--- src/rtl/lsu_ctrl_pkg.sv ---
// Shared definitions for the load/store sequencer.
//   MEM_ACC_*   : access-size codes carried on req_acc_i (3 is illegal)
//   lsu_state_e : sequencer FSM states
package lsu_ctrl_pkg;

  localparam logic [1:0] MEM_ACC_B = 2'd0;
  localparam logic [1:0] MEM_ACC_H = 2'd1;
  localparam logic [1:0] MEM_ACC_W = 2'd2;

  typedef enum logic [1:0] {
    ST_IDLE,
    ST_BUS,
    ST_DONE,
    ST_ERR
  } lsu_state_e;

endpackage

--- src/rtl/lsu_align.sv ---
// Combinational byte-lane helper for the load/store sequencer.
//   acc, sext, addr_lo : access size, sign-extend flag, byte offset in word
//   wdata              : raw store data
//   rword              : raw memory read word
//   be                 : byte enables for the access
//   wdata_rep          : store data replicated across all lanes
//   rdata_ext          : load data shifted down and zero/sign-extended
//   misalign           : illegal size or unaligned address
module lsu_align
  import lsu_ctrl_pkg::*;
(
  input  logic [1:0]  acc,
  input  logic        sext,
  input  logic [1:0]  addr_lo,
  input  logic [31:0] wdata,
  input  logic [31:0] rword,
  output logic [3:0]  be,
  output logic [31:0] wdata_rep,
  output logic [31:0] rdata_ext,
  output logic        misalign
);

  logic [31:0] shifted;

  always_comb begin
    shifted   = rword >> {addr_lo, 3'b000};
    be        = 4'b1111;
    wdata_rep = wdata;
    rdata_ext = shifted;
    misalign  = 1'b0;
    case (acc)
      MEM_ACC_B: begin
        be        = 4'b0001 << addr_lo;
        wdata_rep = {4{wdata[7:0]}};
        rdata_ext = {{24{sext & shifted[7]}}, shifted[7:0]};
      end
      MEM_ACC_H: begin
        be        = 4'b0011 << addr_lo;
        wdata_rep = {2{wdata[15:0]}};
        rdata_ext = {{16{sext & shifted[15]}}, shifted[15:0]};
        misalign  = addr_lo[0];
      end
      MEM_ACC_W: misalign = |addr_lo;
      default:   misalign = 1'b1;
    endcase
  end

endmodule

--- src/rtl/lsu_ctrl.sv ---
// Load/store sequencer between the decoder and the data-memory port.
//   clk_i, rstn_i          : clock, async active-low reset
//   req_*                  : access request from the decoder
//   stall_o                : hold PC while the access is in flight
//   done_o / err_o         : one-cycle completion / error pulses
//   rdata_o                : extended load data, valid with done_o
//   mem_* / mem_ready_i    : valid/ready data-memory transaction
// TIMEOUT_CYCLES bounds the BUS wait for mem_ready_i (0 disables it).
module lsu_ctrl
  import lsu_ctrl_pkg::*;
#(
  parameter int unsigned TIMEOUT_CYCLES = 255
) (
  input  logic        clk_i,
  input  logic        rstn_i,
  input  logic        req_valid_i,
  input  logic        req_we_i,
  input  logic [1:0]  req_acc_i,
  input  logic        req_sext_i,
  input  logic [31:0] req_addr_i,
  input  logic [31:0] req_wdata_i,
  output logic        stall_o,
  output logic        done_o,
  output logic        err_o,
  output logic [31:0] rdata_o,
  output logic        mem_valid_o,
  output logic        mem_we_o,
  output logic [31:0] mem_addr_o,
  output logic [3:0]  mem_be_o,
  output logic [31:0] mem_wdata_o,
  input  logic        mem_ready_i,
  input  logic [31:0] mem_rdata_i
);

  lsu_state_e  state;
  logic        we_q, sext_q;
  logic [1:0]  acc_q;
  logic [31:0] addr_q, wdata_q, rdata_q, wdog;
  logic [3:0]  be_q;
  logic        done_q, err_q, valid_q;

  logic [1:0]  a_acc, a_lo;
  logic        a_sext;
  logic [3:0]  be;
  logic [31:0] wdata_rep, rdata_ext;
  logic        misalign;
  logic        wdog_expire;

  // One aligner serves both phases: in IDLE it sees the incoming request
  // (alignment check, lane setup); afterwards it sees the latched request
  // so the read word is shifted/extended with the original offset/size.
  always_comb begin
    if (state == ST_IDLE) begin
      a_acc  = req_acc_i;
      a_sext = req_sext_i;
      a_lo   = req_addr_i[1:0];
    end else begin
      a_acc  = acc_q;
      a_sext = sext_q;
      a_lo   = addr_q[1:0];
    end
  end

  lsu_align u_align (
    .acc       (a_acc),
    .sext      (a_sext),
    .addr_lo   (a_lo),
    .wdata     (req_wdata_i),
    .rword     (mem_rdata_i),
    .be        (be),
    .wdata_rep (wdata_rep),
    .rdata_ext (rdata_ext),
    .misalign  (misalign)
  );

  assign wdog_expire = (TIMEOUT_CYCLES != 0) && (wdog == TIMEOUT_CYCLES - 1);

  always_ff @(posedge clk_i or negedge rstn_i) begin
    if (!rstn_i) begin
      state   <= ST_IDLE;
      we_q    <= 1'b0;
      sext_q  <= 1'b0;
      acc_q   <= '0;
      addr_q  <= '0;
      wdata_q <= '0;
      be_q    <= '0;
      rdata_q <= '0;
      wdog    <= '0;
      done_q  <= 1'b0;
      err_q   <= 1'b0;
      valid_q <= 1'b0;
    end else begin
      done_q <= 1'b0;
      err_q  <= 1'b0;
      case (state)
        ST_IDLE: begin
          if (req_valid_i) begin
            if (misalign) begin
              state <= ST_ERR;
              err_q <= 1'b1;
            end else begin
              state   <= ST_BUS;
              valid_q <= 1'b1;
              we_q    <= req_we_i;
              acc_q   <= req_acc_i;
              sext_q  <= req_sext_i;
              addr_q  <= req_addr_i;
              be_q    <= be;
              wdata_q <= wdata_rep;
            end
          end
        end
        ST_BUS: begin
          // valid_q is high throughout BUS, so ready alone completes it;
          // a handshake on the last allowed cycle wins over the watchdog.
          if (mem_ready_i) begin
            state   <= ST_DONE;
            valid_q <= 1'b0;
            done_q  <= 1'b1;
            rdata_q <= rdata_ext;
            wdog    <= '0;
          end else if (wdog_expire) begin
            state   <= ST_ERR;
            valid_q <= 1'b0;
            err_q   <= 1'b1;
            wdog    <= '0;
          end else begin
            wdog <= wdog + 32'd1;
          end
        end
        ST_DONE: begin
          state   <= ST_IDLE;
          rdata_q <= '0;
        end
        ST_ERR:  state <= ST_IDLE;
        default: state <= ST_IDLE;
      endcase
    end
  end

  // Reset gates stall so it drops at once even while the decoder still
  // presents the interrupted request.
  assign stall_o     = rstn_i & ((state == ST_BUS) | ((state == ST_IDLE) & req_valid_i));
  assign done_o      = done_q;
  assign err_o       = err_q;
  assign rdata_o     = rdata_q;
  assign mem_valid_o = valid_q;
  assign mem_we_o    = we_q;
  assign mem_addr_o  = {addr_q[31:2], 2'b00};
  assign mem_be_o    = be_q;
  assign mem_wdata_o = wdata_q;

endmodule

--- config.mk ---
export PLATFORM = sky130hd
export DESIGN_NAME = lsu_ctrl
export DESIGN_NICKNAME = d
export VERILOG_FILES = /design/src/rtl/lsu_ctrl_pkg.sv /design/src/rtl/lsu_align.sv /design/src/rtl/lsu_ctrl.sv
export SDC_FILE = /design/constraint.sdc
export NUM_CORES = 1
export LEC_CHECK = 0
export ABC_AREA = 0
export ABC_CLOCK_PERIOD_IN_PS = 4050
export BUFFER_PORTS_ARGS = -buffer_cell sky130_fd_sc_hd__buf_2
export CAP_MARGIN = 15
export CORE_MARGIN = 5
export CORE_UTILIZATION = 34
export CTS_CLUSTER_SIZE = 20
export DETAILED_ROUTE_END_ITERATION = 8
export SKIP_CTS_REPAIR_TIMING = 1
export SLEW_MARGIN = 15
export SYNTH_ARGS = -nofsm -noshare
export SYNTH_HDL_FRONTEND = slang
export SYNTH_SLANG_ARGS = --single-unit
--- constraint.sdc ---
create_clock -name clk_i -period 4.05 [get_ports clk_i]
set_input_delay 0 -clock clk_i [delete_from_list [all_inputs] [get_ports clk_i]]
set_output_delay 0 -clock clk_i [all_outputs]
set_load 0.05 [all_outputs]
==> impl_metrics.sql <==
INSERT INTO impl_metrics (metric_group, metric, value, unit) VALUES
('global_routing', 'grt_util_all_layers', '0.163', ''),
('pwr', 'leakage', '0.00461', 'uW'),
('floorplanning', 'floorplan.initialDensity', '0.348', ''),
('worst_hold_path', 'min_to', 'mem_wdata_o[25]', ''),
('placed_design', 'gpl.final_weighted_congestion', '0.802', ''),
('setup_path', 'rr_startpoint', 'state[1]', ''),
('detailed_routing', 'detailedRoute.firstIterationViolations', '339', ''),
('floorplanning', 'floorplan.die_area', '24700', 'sq um'),
('synth', 'synth_sequential_area_ratio', '0.479', ''),
('detailed_routing', 'totalWireLength', '21200', 'um'),
('synth', 'synthArstFlopShare', '1.00', ''),
('pwr', 'pwr_density_cell', '882', 'nW/um^2'),
('detailed_routing', 'drc', '0', ''),
('synth', 'post_synth_instance_area', '7360', 'sq um'),
('synth', 'ys_top_cells_by_area', 'dfrtp_1 (48%), mux2_2 (13%), mux2i_1 (5.3%)', ''),
('setup_path', 'required', '4.35', 'ns'),
('global_routing', 'grt_pass1_wl', '31800', 'um'),
('synth', 'synth_edf_count', '0', ''),
('pwr', 'power.switching_fraction', '0.484', ''),
('clocking', 'ctsHtreeMaxLevel', '4', ''),
('timing', 'worst_slew_margin_rel', '0.377', ''),
('detailed_routing', 'drt-pass1-iter-count', '4', ''),
('worst_hold_path', 'worstHoldStart', 'req_wdata_i[25]', ''),
('setup_path', 'r2r.worst_path.cells', '6', ''),
('synth', 'synthesis.instances', '659', ''),
('detailed_routing', 'vias', '6086', ''),
('synth', 'yosys_warnings', '0', ''),
('global_routing', 'grt_max_degree', '102', ''),
('cells_and_area', 'flow.area_growth_from_synthesis', '33.3', '%'),
('clocking', 'tritoncts_buffers', '17', ''),
('synth', 'netlist.top_cell.by_area', 'dfrtp_1', ''),
('timing', 'setup_violations', '0', ''),
('setup_path', 'worstSetupStartpointType', 'flop', ''),
('floorplanning', 'row_count', '53', ''),
('timing', 'hold_viol_final', '5', ''),
('timing', 'timing.hold.ws', '-0.0259', 'ns'),
('clocking', 'clk_root_buffer_cell', 'clkbuf_16', ''),
('worst_hold_path', 'hold_path_cell_cnt', '4', ''),
('setup_path', 'crit_type', 'reg2reg', ''),
('placed_design', 'buffer_ports.inserted', '206', ''),
('pwr', 'p_comb_frac', '0.546', ''),
('placed_design', 'dpl.hpwl', '14600', 'um'),
('synth', 'post-synth-top-area-fraction', '0.479', ''),
('worst_hold_path', 'hold_path.class', 'in2reg', ''),
('timing', 'final_min_period_over_clock_period', '0.679', ''),
('clocking', 'clock_tree_from_tritoncts', 'done', ''),
('pwr', 'vdd_ir_drop_max', '0.000436', 'V'),
('cells_and_area', 'layout_cell_share_with_drive_strength_beyond_1', '0.391', ''),
('run', 'drv_cap', '0', ''),
('floorplanning', 'fp.coreArea', '21200', 'sq um'),
('global_routing', 'grt_pass1_vias', '5850', ''),
('cells_and_area', 'number_of_nets_at_the_end_of_the_flow', '1013', ''),
('pwr', 'internal-power', '4460', 'uW'),
('synth', 'yosysUniqueCellTypes', '63', ''),
('synth', 'primary_ff_master_synth', 'dfrtp_1', ''),
('floorplanning', 'die_w', '157', 'um'),
('clocking', 'clockBufferDepth', '2', ''),
('placed_design', 'postPlaceCellArea', '8390', 'sq um'),
('cells_and_area', 'post-route-cell-area', '9820', 'sq um'),
('detailed_routing', 'detail_route.vias_per_cell', '5.09', ''),
('setup_path', 'worst_setup_path_end_kind', 'flop', ''),
('timing', 'worstMarginPinSlew', '0.935', 'ns'),
('run_status', 'failed_checks', 'hold timing', ''),
('synth', 'ys_seq_elements', '141', ''),
('timing', 'totalNegativeSetupSlack', '0', 'ns'),
('global_routing', 'grt_overflow', '0', ''),
('run_status', 'status', 'complete, but fails checks', ''),
('timing', 'rsz0062_at_grt', 'no', ''),
('clocking', 'cts_sinks', '141', ''),
('timing', 'timing.final.crit_period', '2.75', 'ns'),
('floorplanning', 'die_height', '157', 'um');
[layout make-up]
cell class	count	area, sq um
Antenna cell	1	2.50
Clock buffer	18	429
Clock inverter	14	181
Fill cell	1931	11300
Inverter	11	41.3
Multi-Input combinational cell	435	3320
Sequential cell	141	3530
Tap cell	275	344
Timing Repair Buffer	301	1970
[layout by cell type, fill, tap and decap left out, drive strengths merged, types with 4 or more instances in the layout]
cell type	instances
nand2b	6
nand4	16
nor2	24
mux2	93
inv	17
nor4	6
a31oi	10
and3	6
o2111ai	8
clkbuf	18
o21ai	25
a22oi	15
a21oi	33
mux2i	40
or3	8
nor3	6
clkinv	4
dfrtp	141
nand3	29
dlygate4sd3	81
buf	220
nand2	46
o211ai	10
a22o	9
[per-stage QoR]
step | hold slack [ns] | setup slack (ns) | cells | power, uW
floorplan | -0.296 | 1.87 | 660 | 6130
global placement | 0.194 | 1.35 | 1082 | 6950
CTS | -0.274 | 1.28 | 1114 | 8660
global route | -0.00278 | 1.18 | 1196 | 9110
detailed placement | 0.184 | 1.30 | 1082 | 7000
finish | -0.0259 | 1.30 | 1196 | 8660
[sequential cells by signal (all words and copies together), names as in the netlist]
register / cells
err_o: 1
mem_valid_o: 1
done_o: 1
state: 2
sext_q: 1
acc_q: 2
addr_q: 32
mem_be_o: 4
wdog: 32
mem_wdata_o: 32
rdata_o: 32
mem_we_o: 1
[synth_stat cells (11+ instances only)]
master / n
buf_6: 11
mux2_4: 11
clkbuf_1: 21
nor2_1: 22
buf_4: 33
o21ai_0: 23
nand3_1: 29
a21oi_1: 33
inv_1: 11
a22oi_1: 15
nand4_1: 16
mux2i_1: 39
mux2_2: 82
dfrtp_1: 141
nand2_1: 45
[how the worst max path moves through the flow]
stage                       to  slack [ns]     start  cells past startpoint
floorplan              stall_o        1.87  state[1]                      5
global placement    addr_q[28]        1.35  state[1]                      6
detailed placement  addr_q[22]        1.30  state[1]                      6
CTS                 addr_q[22]        1.28  state[1]                      6
global route        addr_q[23]        1.18  state[1]                      6
finish              addr_q[23]        1.30  state[1]                      6
[cell families (layout without fill, tap and decap cells)]
family / Yosys count / after routing / synth area share
compound gates: 132 / 132 / 0.123
xor+xnor: 4 / 4 / 0.00476
fa+ha+maj: 2 / 2 / 0.00340
buf+inv: 84 / 344 / 0.0721
flops: 141 / 141 / 0.479
mux: 133 / 133 / 0.203
other cells: 1 / 3 / 0.000509
simple gates: 162 / 162 / 0.114
[worst max-delay path, stage by stage (launching register included)]
cell      delay, ns
dfrtp_1        0.50
nor2_4         0.30
mux2_2         0.33
nor2_4         0.07
o221ai_4       0.65
buf_12         0.37
mux2_2         0.38
[power by group through the flow]
stage	clock [uW]	sequential, uW	combinational [uW]
after CTS	1670	2290	4700
final	1630	2300	4720
after global routing	1740	2370	5000
after detailed placement	0	2310	4690
after global placement	0	2310	4640
after floorplan	0	3420	2710
[layer usage]
| metal | global-route usage | wire (um) |
|---|---|---|
| met1 | 0.208 | 8980 |
| met2 | 0.263 | 10600 |
| met3 | 0.0580 | 1340 |
| met4 | 0.0455 | 257 |
| met5 | 0 | 11 |
Note: power is estimated with default switching activity, not from simulation.
